<file path="src/rtl/dgldpc_pkg.sv">
// dgldpc_pkg
// Shared definitions for the shuffled DG-LDPC decoder datapath.
//   LLR_W            : check-to-variable message width, sign bit included
//   llr_t            : one message word
//   LLR_SIGN_IDX     : sign bit position of a sign-magnitude word
//   LLR_MAG_MSB/LSB  : magnitude field bounds of a sign-magnitude word
//   FRM_CNT_W        : width of frame / statistics counters
package dgldpc_pkg;

  localparam int LLR_W        = 11;
  typedef logic [LLR_W-1:0] llr_t;

  localparam int LLR_SIGN_IDX = LLR_W - 1;
  localparam int LLR_MAG_MSB  = LLR_W - 2;
  localparam int LLR_MAG_LSB  = 0;

  localparam int FRM_CNT_W    = 16;

endpackage

</file>
<file path="src/rtl/sm2compl_conv.sv">
// sm2compl_conv
// Pure combinational sign-magnitude to two's-complement converter.
// Negative zero maps to all-zeros, so the result never reaches -2^(W-1).
// Ports:
//   i_sm : W-bit sign-magnitude word (bit W-1 = sign)
//   o_tc : W-bit two's-complement word
module sm2compl_conv
  import dgldpc_pkg::*;
#(
  parameter int W = LLR_W
) (
  input  logic [W-1:0] i_sm,
  output logic [W-1:0] o_tc
);

  logic         w_sign;
  logic [W-1:0] w_mag_ext;

  assign w_sign    = i_sm[W-1];
  assign w_mag_ext = {1'b0, i_sm[W-2:0]};

  // Negating a zero-extended magnitude: ~0 + 1 wraps to 0, which is what
  // folds negative zero onto positive zero.
  assign o_tc = w_sign ? (~w_mag_ext + {{(W-1){1'b0}}, 1'b1}) : w_mag_ext;

endmodule

</file>
<file path="src/rtl/sm2compl_pipe.sv">
// sm2compl_pipe
// Two-stage streaming sign-magnitude to two's-complement converter with a
// frame counter that flags the N_MSG-th word of each frame.
// Stage 1 holds the raw word and its last flag, stage 2 the converted word.
// Optional feature macro: SM2COMPL_NZ_CNT_EN adds o_nz_cnt, a saturating
// per-frame count of accepted negative-zero inputs.
// Ports:
//   i_clk, i_rst_n : clock, async active-low reset
//   i_valid/o_ready/i_data : upstream handshake and sign-magnitude word
//   o_valid/i_ready/o_data/o_last : downstream handshake, converted word,
//                                   end-of-frame marker
//   o_nz_cnt : negative-zero count (SM2COMPL_NZ_CNT_EN only)
module sm2compl_pipe
  import dgldpc_pkg::*;
#(
  parameter int W     = LLR_W,
  parameter int N_MSG = 64
) (
  input  logic         i_clk,
  input  logic         i_rst_n,
  input  logic         i_valid,
  input  logic [W-1:0] i_data,
  output logic         o_ready,
  output logic         o_valid,
  output logic [W-1:0] o_data,
  output logic         o_last,
  input  logic         i_ready
`ifdef SM2COMPL_NZ_CNT_EN
  ,
  output logic [FRM_CNT_W-1:0] o_nz_cnt
`endif
);

  localparam logic [FRM_CNT_W-1:0] CNT_LAST = FRM_CNT_W'(N_MSG - 1);

  logic                 r_s1_v;
  logic [W-1:0]         r_s1_data;
  logic                 r_s1_last;
  logic                 r_s2_v;
  logic [W-1:0]         r_s2_data;
  logic                 r_s2_last;
  logic [FRM_CNT_W-1:0] r_frm_cnt;

  logic                 w_s2_adv;
  logic                 w_s1_adv;
  logic                 w_accept;
  logic                 w_cnt_at_last;
  logic [W-1:0]         w_conv;

  // Ready depends only on registered valids plus i_ready, so a returning
  // i_ready reopens the input in the same cycle.
  assign w_s2_adv      = !r_s2_v || i_ready;
  assign w_s1_adv      = !r_s1_v || w_s2_adv;
  assign w_accept      = i_valid && w_s1_adv;
  assign w_cnt_at_last = (r_frm_cnt == CNT_LAST);

  assign o_ready = w_s1_adv;
  assign o_valid = r_s2_v;
  assign o_data  = r_s2_data;
  assign o_last  = r_s2_v && r_s2_last;

  always_ff @(posedge i_clk or negedge i_rst_n) begin
    if (!i_rst_n) begin
      r_frm_cnt <= '0;
    end else if (w_accept) begin
      r_frm_cnt <= w_cnt_at_last ? '0 : r_frm_cnt + 1'b1;
    end
  end

  always_ff @(posedge i_clk or negedge i_rst_n) begin
    if (!i_rst_n) begin
      r_s1_v    <= 1'b0;
      r_s1_data <= '0;
      r_s1_last <= 1'b0;
    end else if (w_s1_adv) begin
      r_s1_v <= w_accept;
      if (w_accept) begin
        r_s1_data <= i_data;
        r_s1_last <= w_cnt_at_last;
      end
    end
  end

  sm2compl_conv #(
    .W (W)
  ) u_conv (
    .i_sm (r_s1_data),
    .o_tc (w_conv)
  );

  always_ff @(posedge i_clk or negedge i_rst_n) begin
    if (!i_rst_n) begin
      r_s2_v    <= 1'b0;
      r_s2_data <= '0;
      r_s2_last <= 1'b0;
    end else if (w_s2_adv) begin
      r_s2_v <= r_s1_v;
      if (r_s1_v) begin
        r_s2_data <= w_conv;
        r_s2_last <= r_s1_last;
      end
    end
  end

`ifdef SM2COMPL_NZ_CNT_EN
  logic                 w_is_nz;
  logic                 w_frm_first;
  logic [FRM_CNT_W-1:0] r_nz_cnt;

  assign w_is_nz     = (i_data == {1'b1, {(W-1){1'b0}}});
  assign w_frm_first = (r_frm_cnt == '0);

  // The first word of a frame restarts the count, including itself.
  always_ff @(posedge i_clk or negedge i_rst_n) begin
    if (!i_rst_n) begin
      r_nz_cnt <= '0;
    end else if (w_accept) begin
      if (w_frm_first) begin
        r_nz_cnt <= {{(FRM_CNT_W-1){1'b0}}, w_is_nz};
      end else if (w_is_nz && (r_nz_cnt != {FRM_CNT_W{1'b1}})) begin
        r_nz_cnt <= r_nz_cnt + 1'b1;
      end
    end
  end

  assign o_nz_cnt = r_nz_cnt;
`else
  // Negative-zero statistics are not built in this configuration.
`endif

endmodule

</file>
<file path="config.mk">
export PLATFORM = sky130hd
export DESIGN_NAME = sm2compl_pipe
export DESIGN_NICKNAME = d
export VERILOG_FILES = /design/src/rtl/dgldpc_pkg.sv /design/src/rtl/sm2compl_conv.sv /design/src/rtl/sm2compl_pipe.sv
export SDC_FILE = /design/constraint.sdc
export NUM_CORES = 1
export LEC_CHECK = 0
export ABC_CLOCK_PERIOD_IN_PS = 3600
export BUFFER_PORTS_ARGS = -buffer_cell sky130_fd_sc_hd__buf_2
export CAP_MARGIN = 10
export CORE_MARGIN = 2
export CORE_UTILIZATION = 40
export CTS_BUF_LIST = sky130_fd_sc_hd__clkbuf_4 sky130_fd_sc_hd__clkbuf_8
export CTS_CLUSTER_DIAMETER = 40
export CTS_CLUSTER_SIZE = 24
export DETAILED_ROUTE_END_ITERATION = 6
export PLACE_DENSITY = 0.61
export SLEW_MARGIN = 5
export SYNTH_ARGS = -nofsm -noshare
export SYNTH_HDL_FRONTEND = slang
export SYNTH_HIERARCHICAL = 1
export SYNTH_SLANG_ARGS = --single-unit
</file>
<file path="constraint.sdc">
create_clock -name i_clk -period 3.6 [get_ports i_clk]
set_input_delay 0.18 -clock i_clk [delete_from_list [all_inputs] [get_ports i_clk]]
set_output_delay 0.18 -clock i_clk [all_outputs]
set_load 0.02 [all_outputs]
</file>
Word-level counts from Yosys, hierarchy flattened
Index checks and enable logic that the tools add are counted.

storage, ports and cells
  input bits = 15
  bits in latches = 0
  flip-flop bits (word level) = 42
  memory bits (read-only) = 0
  memories = 0
  bits in writable memories = 0

operators by class
  magnitude comparators = 0
  shifts and indexed selects = 0
  reduce and logical (&&, ||, !) cells = 8
  multiplexer cells = 2
  eq/ne operators = 1
  add/sub/neg operators = 2
  divide/modulo/power cells = 0
  bitwise logic cells = 1
  multipliers = 0

operators by type and width
  cell                     number
  $add A16 B1 Y16 const B  1
  $eq A16 B6 Y1 const B    1
  $mux W16                 1
  $add A11 B1 Y11 const B  1
  $mux W11                 1
  $not A10 Y11             1
  $reduce_and A2 Y1        2
  $logic_and A1 B1 Y1      2
  $logic_not A1 Y1         2
  $logic_or A1 B1 Y1       2

Logic depth before layout (Yosys ltp)
  depth after elaboration = 5
  depth in mapped cells = 6
  gate-level depth less buffers = 6

Cells and area by module
The synthesis kept the hierarchy.

by module, submodules not included
  module         cells each  sequential area each (um2)  area an instance (um2)  times used
  sm2compl_pipe  138         1051.0                      1808.0                  1
  sm2compl_conv  31          0.0                         242.7                   1

Worst setup path after synthesis
OpenSTA, ideal clock, no wires.

  path kind = register to register
  start = register r_s1_data[3]
  end = register r_s2_data[8] (netlist: o_data[8])
  required time = 3.475 ns
  setup time = 0.125 ns
  path buffers = 1
  stages on the path, launching flop included = 6
  data arrival time = 1.522 ns
  slack = 1.953 ns
  cells stage by stage = dfrtp_1 -> or3_1 -> buf_6 -> o41ai_2 -> xnor2_1 -> mux2_2

between the ends
  word-level cells in the longest chain between the ends = 3

RTL lines
  what                    RTL line             RTL
  from (decl)             sm2compl_pipe.sv:37  logic [W-1:0] r_s1_data;
  from (signal assigned)  sm2compl_pipe.sv:78  r_s1_data <= i_data;
  $not A10 Y11            sm2compl_conv.sv:24  assign o_tc = w_sign ? (~w_mag_ext + {{(W-1){1'b0}}, 1'b1}) : w_mag_ext;
  $add A11 B1 Y11         sm2compl_conv.sv:24
  $mux W11                sm2compl_conv.sv:24
  named net w_conv[8]     sm2compl_pipe.sv:48  logic [W-1:0] w_conv;
  to (signal assigned)    sm2compl_pipe.sv:99  r_s2_data <= w_conv;
  to (decl)               sm2compl_pipe.sv:40  logic [W-1:0] r_s2_data;

The timed path passes the listed nets, and every way through them passes these cells.
A chain may end at the register's enable or synchronous reset.

Worst setup path after layout
Ends and elaborated chain as after synthesis.

==> metrics.txt <==
fin crit period 1.74 ns; delay of the slowest critical-path stage a little over 0.5 ns; Commonest cells post-synth 42 x dfrtp_1, 16 x mux2_2, 12 x xnor2_1; Async S/R FF share, synth 1.00; area grow syn2layout 13.1%; PortBufs 28; clock sinks 42; first-pass GRT wire length 6070 um; wire length per cell ~13 um; cell taking the most area after synthesis dfrtp_1; # hold bufs at CTS 0; vias in the first global route 1305; Max-slew headroom 0.392; top cells by area, synth dfrtp_1 51%, mux2_2 8.8%, mux2_4 5.9%, xnor2_1 5.1%, xor2_1 3.8%; post-synth top area share 0.513; CTS buffer count 5; max-cap violations 0; drt first pass iters 4; Tot GR Track Use 0.143; pin count of the biggest net entering global routing 43; Total Neg Setup Slack 0 ns; WHS -0.0000139 ns; Final Util 0.460; Avg Vias per Cell 4.81; Die X 75.6 um; status complete, but fails checks; DRT iter0 DRCs 33; placed cell area between 2000 and 2500 um2; Seq/Total Area, Yosys 0.513; Setup CP Type reg -> reg; Worst setup SP type flip-flop; period utilisation layout 0.482; Critical Path End Type flip-flop; Root Buffer clkbuf_8; hold crit path type in -> async; CTS resizes 0; final count of hold timing violations 1; RSZ-0062 raised after global routing false; ANT nets after route 0; pwr/cell area about 550 nW/um2; Clock Path Buffers 2; final count of pins violating max slew 0; #FFs+latches synth 42; TritonCTS clock tree yes; Max FO, Critical Path 6; core area 5040 um2; remaining routing DRC violations 0; number of flops mapped to enable cells by yosys 0; GRT met1 Usage 0.182; cell area after layout around 2300 um2; Max VDD drop ~0.25 mV; top_reg_cell synth dfrtp_1; Starting Density 0.407; Die Area between 5000 and 6000 um2; Worst-Skew Late Latency about 0.30 ns; slowest CP cell or3_1; Post-Route WL 3470 um; met3 Track Usage GR 0.0370; # rows 26; antenna fix cells 0; Worst EP arrival around 1.9 ns; GRT busiest layer met2; grt ovf 0; DIE HEIGHT approximately 76 um; critical path required time between 3 and 4 ns; syn_area_per_cell 12.1 um2; final worst-path setup slack roughly 1.9 ns; CTS clock-pin slew for the worst setup and hold paths 0.08 ns; Fmax 0.576 GHz; CTS H-tree lvls 2; most numerous cell in the Yosys netlist dfrtp_1; share of cells above drive strength 1 0.352; routability congestion estimate 0.735; Critical Path, Cell by Cell or3_1 -> o41ai_2 -> xnor2_1 -> mux2_2; Setup Viol. Count Final 0; worst clock skew roughly 0.0081 ns; FF-to-FF Start r_s1_data[3]$_DFFE_PN0P_; pre-CTS setup slack 1.89 ns; nets@finish about 220; violated checks hold timing; io pins 29; Syn Nets 186; Synth Instances between 150 and 200; antenna violations before repair 0; met2 Usage GRT 0.234; worst-margin pin slew 0.912 ns; Post-DP HPWL about 2400 um; Syn. warnings 6; Synth cell types 33; DR vias between 1k and 1.5k; mapped cell area between 2000 and 2500 um2; Pleak 1.08 nW; Post-CTS Setup Bufs 0; CP startpoint r_s1_data[3]$_DFFE_PN0P_
-- through the flow --
stage / cells / power (mW)
4_1_cts: 269 / 1.31
5_1_grt: 269 / 1.38
3_3_place_gp: 261 / 0.987
6_report: 269 / 1.29
3_5_place_dp: 261 / 0.993
2_1_floorplan: 169 / 0.894
-- layout make-up --
type	instances	area (um2)
Clock buffer	6	76.3
Clock inverter	2	13.8
Fill cell	490	2720
Inverter	6	22.5
Multi-Input combinational cell	115	927
Sequential cell	42	1050
Tap cell	70	87.6
Timing Repair Buffer	28	140
-- state kept, by name, indices dropped and copies added, names as in the netlist --
signal,flops
o_valid,1
o_data,11
r_s1_last,1
r_s1_v,1
r_frm_cnt,16
r_s1_data,11
r_s2_last,1
-- cells by family (layout without fill, tap and decap cells) --
group / after synthesis / in the layout / share of synthesized area
and+or+nand+nor: 55 / 55 / 0.154
AOI/OAI and AO/OA: 13 / 13 / 0.0500
muxes: 24 / 24 / 0.146
buffers and inverters: 12 / 42 / 0.0354
xor gates and xnor gates: 21 / 21 / 0.0897
DFF: 42 / 42 / 0.513
adders and majority gates: 2 / 2 / 0.0122
-- power breakdown --
part           leakage (nW)  internal, mW  switching [mW]
Combinational         0.516         0.162           0.173
Sequential            0.511         0.568          0.0766
Clock                0.0486         0.144           0.162
-- worst paths after layout --
kind / endpoint / slack [ns] / depth (start not counted)
worst min register to register: r_frm_cnt[15]$_DFFE_PN0P_ / 0.47 / 1
worst max register to register: o_data[8]$_DFFE_PN0P_ / 1.86 / 4
max in group asynchronous: r_frm_cnt[2]$_DFFE_PN0P_ / 3.01 / 1
worst max-delay path: o_data[8]$_DFFE_PN0P_ / 1.86 / 4
worst min-delay path: r_s1_data[9]$_DFFE_PN0P_ / -0.00001 / 1
min in group i_clk: r_s1_data[0]$_DFFE_PN0P_ / 0.11 / 2
-- per-layer routing --
layer  vias to the layer above  wire length [um]
met4                         0                61
met2                        25              1640
met5                         -                 0
met1                       624              1620
met3                         7               145
li1                        639                 -
-- worst max-delay path: cells and delay by family, from the launching register on --
| family | cells | cell delay, ns |
|---|---|---|
| xor gates and xnor gates | 1 | 0.10 |
| and+or+nand+nor | 1 | 0.51 |
| AOI/OAI and AO/OA | 1 | 0.34 |
| muxes | 1 | 0.26 |
| DFF | 1 | 0.42 |
-- cells in the final DEF (no fill, tap or decap), types with 3 or more instances in the layout --
cell / n
mux2_4: 8
dfrtp_1: 42
nand4_1: 3
clkbuf_8: 5
and3_1: 3
nand3_1: 6
nand2_1: 11
nor2_1: 11
xnor2_1: 12
o21ai_0: 8
xor2_1: 9
mux2_2: 16
inv_1: 6
buf_2: 28
nand2b_1: 6
No activity file was read; power rests on OpenSTA's default activity.
